$ cat src/rtl/piso_pkg.sv
// Shared types and constants for the parallel-in/serial-out framing stage.
package piso_pkg;

  typedef enum logic [1:0] {
    IDLE  = 2'd0,
    START = 2'd1,
    SHIFT = 2'd2
  } state_t;

  localparam logic START_LEVEL = 1'b1;
  localparam logic IDLE_LEVEL  = 1'b0;

  // Bits needed to count 0..width-1; never narrower than one bit.
  function automatic int cnt_width(input int width);
    return (width > 2) ? $clog2(width) : 1;
  endfunction

endpackage

$ cat src/rtl/piso_serializer_if.sv
// Load handshake and serial output bundle of the framing stage.
interface piso_serializer_if #(
  parameter int WIDTH = 4
);

  logic [WIDTH-1:0] din;
  logic             load_valid;
  logic             load_ready;
  logic             sout;
  logic             busy;
  logic             done;

  modport master (
    output din,
    output load_valid,
    input  load_ready,
    input  sout,
    input  busy,
    input  done
  );

  modport slave (
    input  din,
    input  load_valid,
    output load_ready,
    output sout,
    output busy,
    output done
  );

endinterface

$ cat src/rtl/piso_bit_counter.sv
// Modulo-MODULUS bit counter with synchronous clear, enable and terminal-count flags.
module piso_bit_counter
  import piso_pkg::*;
#(
  parameter int MODULUS = 4
) (
  input  logic clk,
  input  logic rst_n,
  input  logic clr,
  input  logic en,
  output logic tc,
  output logic pre_tc
);

  localparam int            CW   = cnt_width(MODULUS);
  localparam logic [CW-1:0] LAST = CW'(MODULUS - 1);
  localparam logic [CW-1:0] PREV = CW'(MODULUS - 2);

  logic [CW-1:0] cnt_reg;
  logic [CW-1:0] cnt_next;

  always_comb begin
    cnt_next = cnt_reg;
    if (clr) begin
      cnt_next = '0;
    end else if (en) begin
      cnt_next = (cnt_reg == LAST) ? '0 : cnt_reg + CW'(1);
    end
  end

  always_ff @(posedge clk or negedge rst_n) begin
    if (!rst_n) begin
      cnt_reg <= '0;
    end else begin
      cnt_reg <= cnt_next;
    end
  end

  assign tc     = (cnt_reg == LAST);
  // One cycle early so the registered done lands on the last data bit.
  assign pre_tc = (cnt_reg == PREV);

endmodule

$ cat src/rtl/piso_serializer.sv
// Framing serializer: one start bit then WIDTH data bits, one bit per clock,
// with back-to-back frames accepted on the last data bit.
module piso_serializer
  import piso_pkg::*;
#(
  parameter int WIDTH     = 4,
  parameter bit LSB_FIRST = 1'b1
) (
  input  logic                clk,
  input  logic                rst_n,
  piso_serializer_if.slave    bus
);

  localparam int OUT_BIT = LSB_FIRST ? 0 : WIDTH - 1;

  state_t           state_reg;
  state_t           state_next;
  logic [WIDTH-1:0] shreg_reg;
  logic [WIDTH-1:0] shreg_next;
  logic [WIDTH-1:0] shreg_shifted;
  logic             sout_reg;
  logic             sout_next;
  logic             busy_reg;
  logic             busy_next;
  logic             done_reg;
  logic             done_next;
  logic             load_ready;
  logic             accept;
  logic             cnt_tc;
  logic             cnt_pre_tc;

  assign load_ready = (state_reg == IDLE) || ((state_reg == SHIFT) && cnt_tc);
  assign accept     = bus.load_valid && load_ready;

  // The register moves toward OUT_BIT so the next bit to send always sits there.
  genvar gi;
  generate
    for (gi = 0; gi < WIDTH; gi++) begin : g_shift
      if (LSB_FIRST) begin : g_lsb
        if (gi == WIDTH - 1) begin : g_fill
          assign shreg_shifted[gi] = 1'b0;
        end else begin : g_move
          assign shreg_shifted[gi] = shreg_reg[gi+1];
        end
      end else begin : g_msb
        if (gi == 0) begin : g_fill
          assign shreg_shifted[gi] = 1'b0;
        end else begin : g_move
          assign shreg_shifted[gi] = shreg_reg[gi-1];
        end
      end
    end
  endgenerate

  piso_bit_counter #(
    .MODULUS (WIDTH)
  ) u_bit_counter (
    .clk    (clk),
    .rst_n  (rst_n),
    .clr    (accept),
    .en     (state_reg == SHIFT),
    .tc     (cnt_tc),
    .pre_tc (cnt_pre_tc)
  );

  always_comb begin
    state_next = state_reg;
    shreg_next = shreg_reg;
    sout_next  = IDLE_LEVEL;
    busy_next  = 1'b0;
    done_next  = 1'b0;
    case (state_reg)
      IDLE: begin
        if (accept) begin
          state_next = START;
          shreg_next = bus.din;
        end
      end
      START: begin
        state_next = SHIFT;
        shreg_next = shreg_shifted;
        sout_next  = shreg_reg[OUT_BIT];
        busy_next  = 1'b1;
      end
      SHIFT: begin
        if (cnt_tc) begin
          if (accept) begin
            state_next = START;
            shreg_next = bus.din;
          end else begin
            state_next = IDLE;
          end
        end else begin
          shreg_next = shreg_shifted;
          sout_next  = shreg_reg[OUT_BIT];
          busy_next  = 1'b1;
          done_next  = cnt_pre_tc;
        end
      end
      default: begin
        state_next = IDLE;
      end
    endcase
    if (state_next == START) begin
      sout_next = START_LEVEL;
      busy_next = 1'b1;
    end
  end

  always_ff @(posedge clk or negedge rst_n) begin
    if (!rst_n) begin
      state_reg <= IDLE;
      shreg_reg <= '0;
      sout_reg  <= IDLE_LEVEL;
      busy_reg  <= 1'b0;
      done_reg  <= 1'b0;
    end else begin
      state_reg <= state_next;
      shreg_reg <= shreg_next;
      sout_reg  <= sout_next;
      busy_reg  <= busy_next;
      done_reg  <= done_next;
    end
  end

  assign bus.load_ready = load_ready;
  assign bus.sout       = sout_reg;
  assign bus.busy       = busy_reg;
  assign bus.done       = done_reg;

endmodule
$ cat src/flat_wrapper.sv
// flat-port wrapper written by rule: the top's interface ports become plain ports
module piso_serializer_flat import piso_pkg::*;
#(
  parameter int WIDTH     = 4,
  parameter bit LSB_FIRST = 1'b1
)
  (clk, rst_n, bus_din, bus_load_valid, bus_load_ready, bus_sout, bus_busy, bus_done);
  piso_serializer_if #(.WIDTH(WIDTH)) bus_i ();
  input  logic clk;
  input  logic rst_n;
  input wire logic [$bits(bus_i.din)-1:0] bus_din;
  input wire logic [$bits(bus_i.load_valid)-1:0] bus_load_valid;
  output wire logic [$bits(bus_i.load_ready)-1:0] bus_load_ready;
  output wire logic [$bits(bus_i.sout)-1:0] bus_sout;
  output wire logic [$bits(bus_i.busy)-1:0] bus_busy;
  output wire logic [$bits(bus_i.done)-1:0] bus_done;
  assign bus_i.din = bus_din;
  assign bus_i.load_valid = bus_load_valid;
  assign bus_load_ready = bus_i.load_ready;
  assign bus_sout = bus_i.sout;
  assign bus_busy = bus_i.busy;
  assign bus_done = bus_i.done;
  piso_serializer #(.WIDTH(WIDTH), .LSB_FIRST(LSB_FIRST)) u_core (.clk(clk), .rst_n(rst_n), .bus(bus_i));
endmodule
$ cat config.mk
export PLATFORM = sky130hd
export DESIGN_NAME = piso_serializer_flat
export DESIGN_NICKNAME = d
export VERILOG_FILES = /design/src/rtl/piso_pkg.sv /design/src/rtl/piso_serializer_if.sv /design/src/rtl/piso_bit_counter.sv /design/src/rtl/piso_serializer.sv /design/src/flat_wrapper.sv
export SDC_FILE = /design/constraint.sdc
export NUM_CORES = 1
export LEC_CHECK = 0
export CORE_UTILIZATION = 50
export DETAILED_ROUTE_END_ITERATION = 8
export PLACE_DENSITY = 0.75
export SYNTH_ARGS = -nofsm -noshare
export SYNTH_HDL_FRONTEND = slang
export SYNTH_SLANG_ARGS = --single-unit
$ cat constraint.sdc
create_clock -name clk -period 1.7 [get_ports clk]
set_input_delay 0.34 -clock clk [delete_from_list [all_inputs] [get_ports clk]]
set_output_delay 0.34 -clock clk [all_outputs]
set_load 0.01 [all_outputs]
==> impl_metrics.tcl <==
set metrics [dict create \
    outcome "completed" \
    grt_max_degree 12 \
    power_mw 1.587 \
    ys_ff_latch 11 \
    synth.distinct_cells 23 \
    end_kind "register" \
    min_period_ns 1.619 \
    hold_violations 0 \
    antenna_found_initial 0 \
    cpPeakStageDelay_ns 0.41 \
    start_util_pct 56.62 \
    grt_pass1_vias 543 \
    utilization_pct 78.53 \
    syn_area_um2 663.1 \
    p_per_area_nw_per_um2 1726 \
    synthTopCellsByCount "dfrtp_1, inv_1, ha_1" \
    postPlaceCellArea_um2 833.3 \
    rsz0062_at_grt "false" \
    cts_sinks 11 \
    wl_mm 1.607 \
    cts_tree "built" \
    drive_gt1_share_pct 27.78 \
    synth_fp_nets 79 \
    max_freq_ghz 0.6175 \
    track_usage_pct 25.55 \
    async_reset_ff_share_pct 100.0 \
    dr_wl_met2_um 793 \
    overflow 0 \
    synth_edf_count 0 \
    path_class "reg2reg" \
    portBuffers 10 \
    final-max-slew-violation-count 0 \
    critPathSlowestCell "dfrtp_1" \
    setup_viol 0 \
    viasPerCell 5.490 \
    synth_cells 66 \
    fin_area_um2 919.6 \
    ant_nets 0 \
    grt_pass1_wl_mm 2.435 \
    path_cells "ha_2, buf_4, and2_2, o21ai_0, o221ai_1" \
    fin_crit_sh_pct 95.25 \
    htreeDepth 1 \
    root_buffer "clkbuf_4" \
    fp.dieW_um 38.42 \
    postSynthAreaPerCell_um2 10.05 \
    drc 0 \
    r2r_cells 5 \
    synth_flop_cell "dfrtp_1" \
    place_hpwl_mm 1.024 \
    p_leak_nw 0.4184 \
    crit_required_ns 1.85 \
    wl_per_cell_um 15.45 \
    drv_cap 0 \
    area_delta_synth_final_pct 38.68 \
    vias 571 \
    synth_top_area_share_pct 41.51 \
    die_y_um 38.42 \
    dr.max_layer_used "met4" \
    io_pins 11 \
    worst_slew_pin_slew_ns 0.5055 \
    rows 12 \
    synth_top_cell_by_area "dfrtp_1" \
    antenna_cells 0 \
    arrival_ns 1.76 \
    core_area_um2 1171 \
    fin_nets 104 \
    cts_made_buffers 3 \
    dieArea_um2 1476 \
    slew_headroom_pct 66.20 \
    largest_reg_flops 4 \
    seq_area_frac_synth_pct 41.51 \
    clk_pin_slew_worst_paths_ns 0.07 \
    crit_fanout 6 \
    dr.pass1.iters 4 \
    gp_congestion 0.8697 \
    synthTopCellsByArea "dfrtp_1, ha_1, inv_1" \
    yosys_warnings 0 \
    dpl_worst_slack_ns 0.02324 \
    min_path_type "in2async" \
    final.setup.worst_slack_ns 0.08069 \
    ir_worst_vdd_v 0.001427 \
    drt-initial-drc-count 20 \
    clock_latency_ns 0.27 \
    cp-start-kind "register" \
    skew_ns 0.001095 \
    met3_length_um 54 \
    cts_max_path_buffers 2 \
    m1WireLength_um 738 \
    tns_ns 0 \
]
## cell type report
type	count	area, µm²
multi-input combinational	44	387.9
sequential	11	276.5
fill	81	251.5
timing repair buffer	20	170.2
inverter	11	41.29
clock buffer	4	26.28
tap	14	17.52
## critical path: cells and delay by family (launching register included)
kind | cells | cell delay (ns)
AND/OR/NAND/NOR | 1 | 0.21
flip-flops | 1 | 0.41
buffers and inverters | 1 | 0.15
adder cells (fa/ha/maj) | 1 | 0.23
AO/OA/AOI/OAI | 2 | 0.49
## per-layer routing
metal	GRT usage, %	up-vias
met5	0	-
met4	10.34	0
met3	6.977	5
met2	40.68	9
met1	32.59	276
li1	-	281
## power by group
| part | switching [mW] | internal (mW) |
|---|---|---|
| clock | 0.0970 | 0.0910 |
| combinational | 0.478 | 0.506 |
| sequential | 0.0631 | 0.352 |
## cells in the final DEF, fill, tap and decap left out, types with 2 or more instances in the layout
| cell type | instances |
|---|---|
| buf_4 | 10 |
| o21ai_0 | 5 |
| o21ai_1 | 2 |
| inv_1 | 10 |
| o221ai_1 | 3 |
| ha_1 | 2 |
| nor2b_1 | 4 |
| o21a_1 | 2 |
| ha_4 | 2 |
| o211ai_1 | 3 |
| nand2b_1 | 2 |
| mux2i_1 | 2 |
| clkdlybuf4s50_1 | 9 |
| ha_2 | 2 |
| dfrtp_1 | 10 |
| a21oi_1 | 3 |
| clkbuf_4 | 3 |
## worst paths after layout
kind | startpoint | endpoint | slack, ns
max in group asynchronous | rst_n | u_core.state_reg[1] | 0.94
min | rst_n | u_core.bus.done | 0.40
min reg2reg | u_core.shreg_reg[3] | u_core.shreg_reg[2] | 0.55
min in group clk | u_core.shreg_reg[3] | u_core.shreg_reg[2] | 0.55
max | u_core.u_bit_counter.cnt_reg[0] | u_core.shreg_reg[0] | 0.08
max reg2reg | u_core.u_bit_counter.cnt_reg[0] | u_core.shreg_reg[0] | 0.08
## metrics by stage
step           cells  hold WS (ns)
2_1_floorplan     66       0.04441
3_3_place_gp      97        0.5242
3_5_place_dp      97        0.5291
4_1_cts          103        0.4186
5_1_grt          104        0.4536
6_report         104        0.3979
## logic make-up after synthesis
family / after synthesis / synth area share [%]
buffers and inverters: 11 / 6.226
multiplexers: 2 / 3.019
AND/OR/NAND/NOR: 12 / 12.08
adder cells (fa/ha/maj): 6 / 11.32
AO/OA/AOI/OAI: 24 / 25.85
flip-flops: 11 / 41.51
## what timing repair did
item	4_1_cts	5_1_grt
setup endpoints to repair	1	3
setup buffers	2	1
hold buffers	0	0
gates resized for setup	5	8
pin swaps	1	2
(Power assumes the default switching activity.)
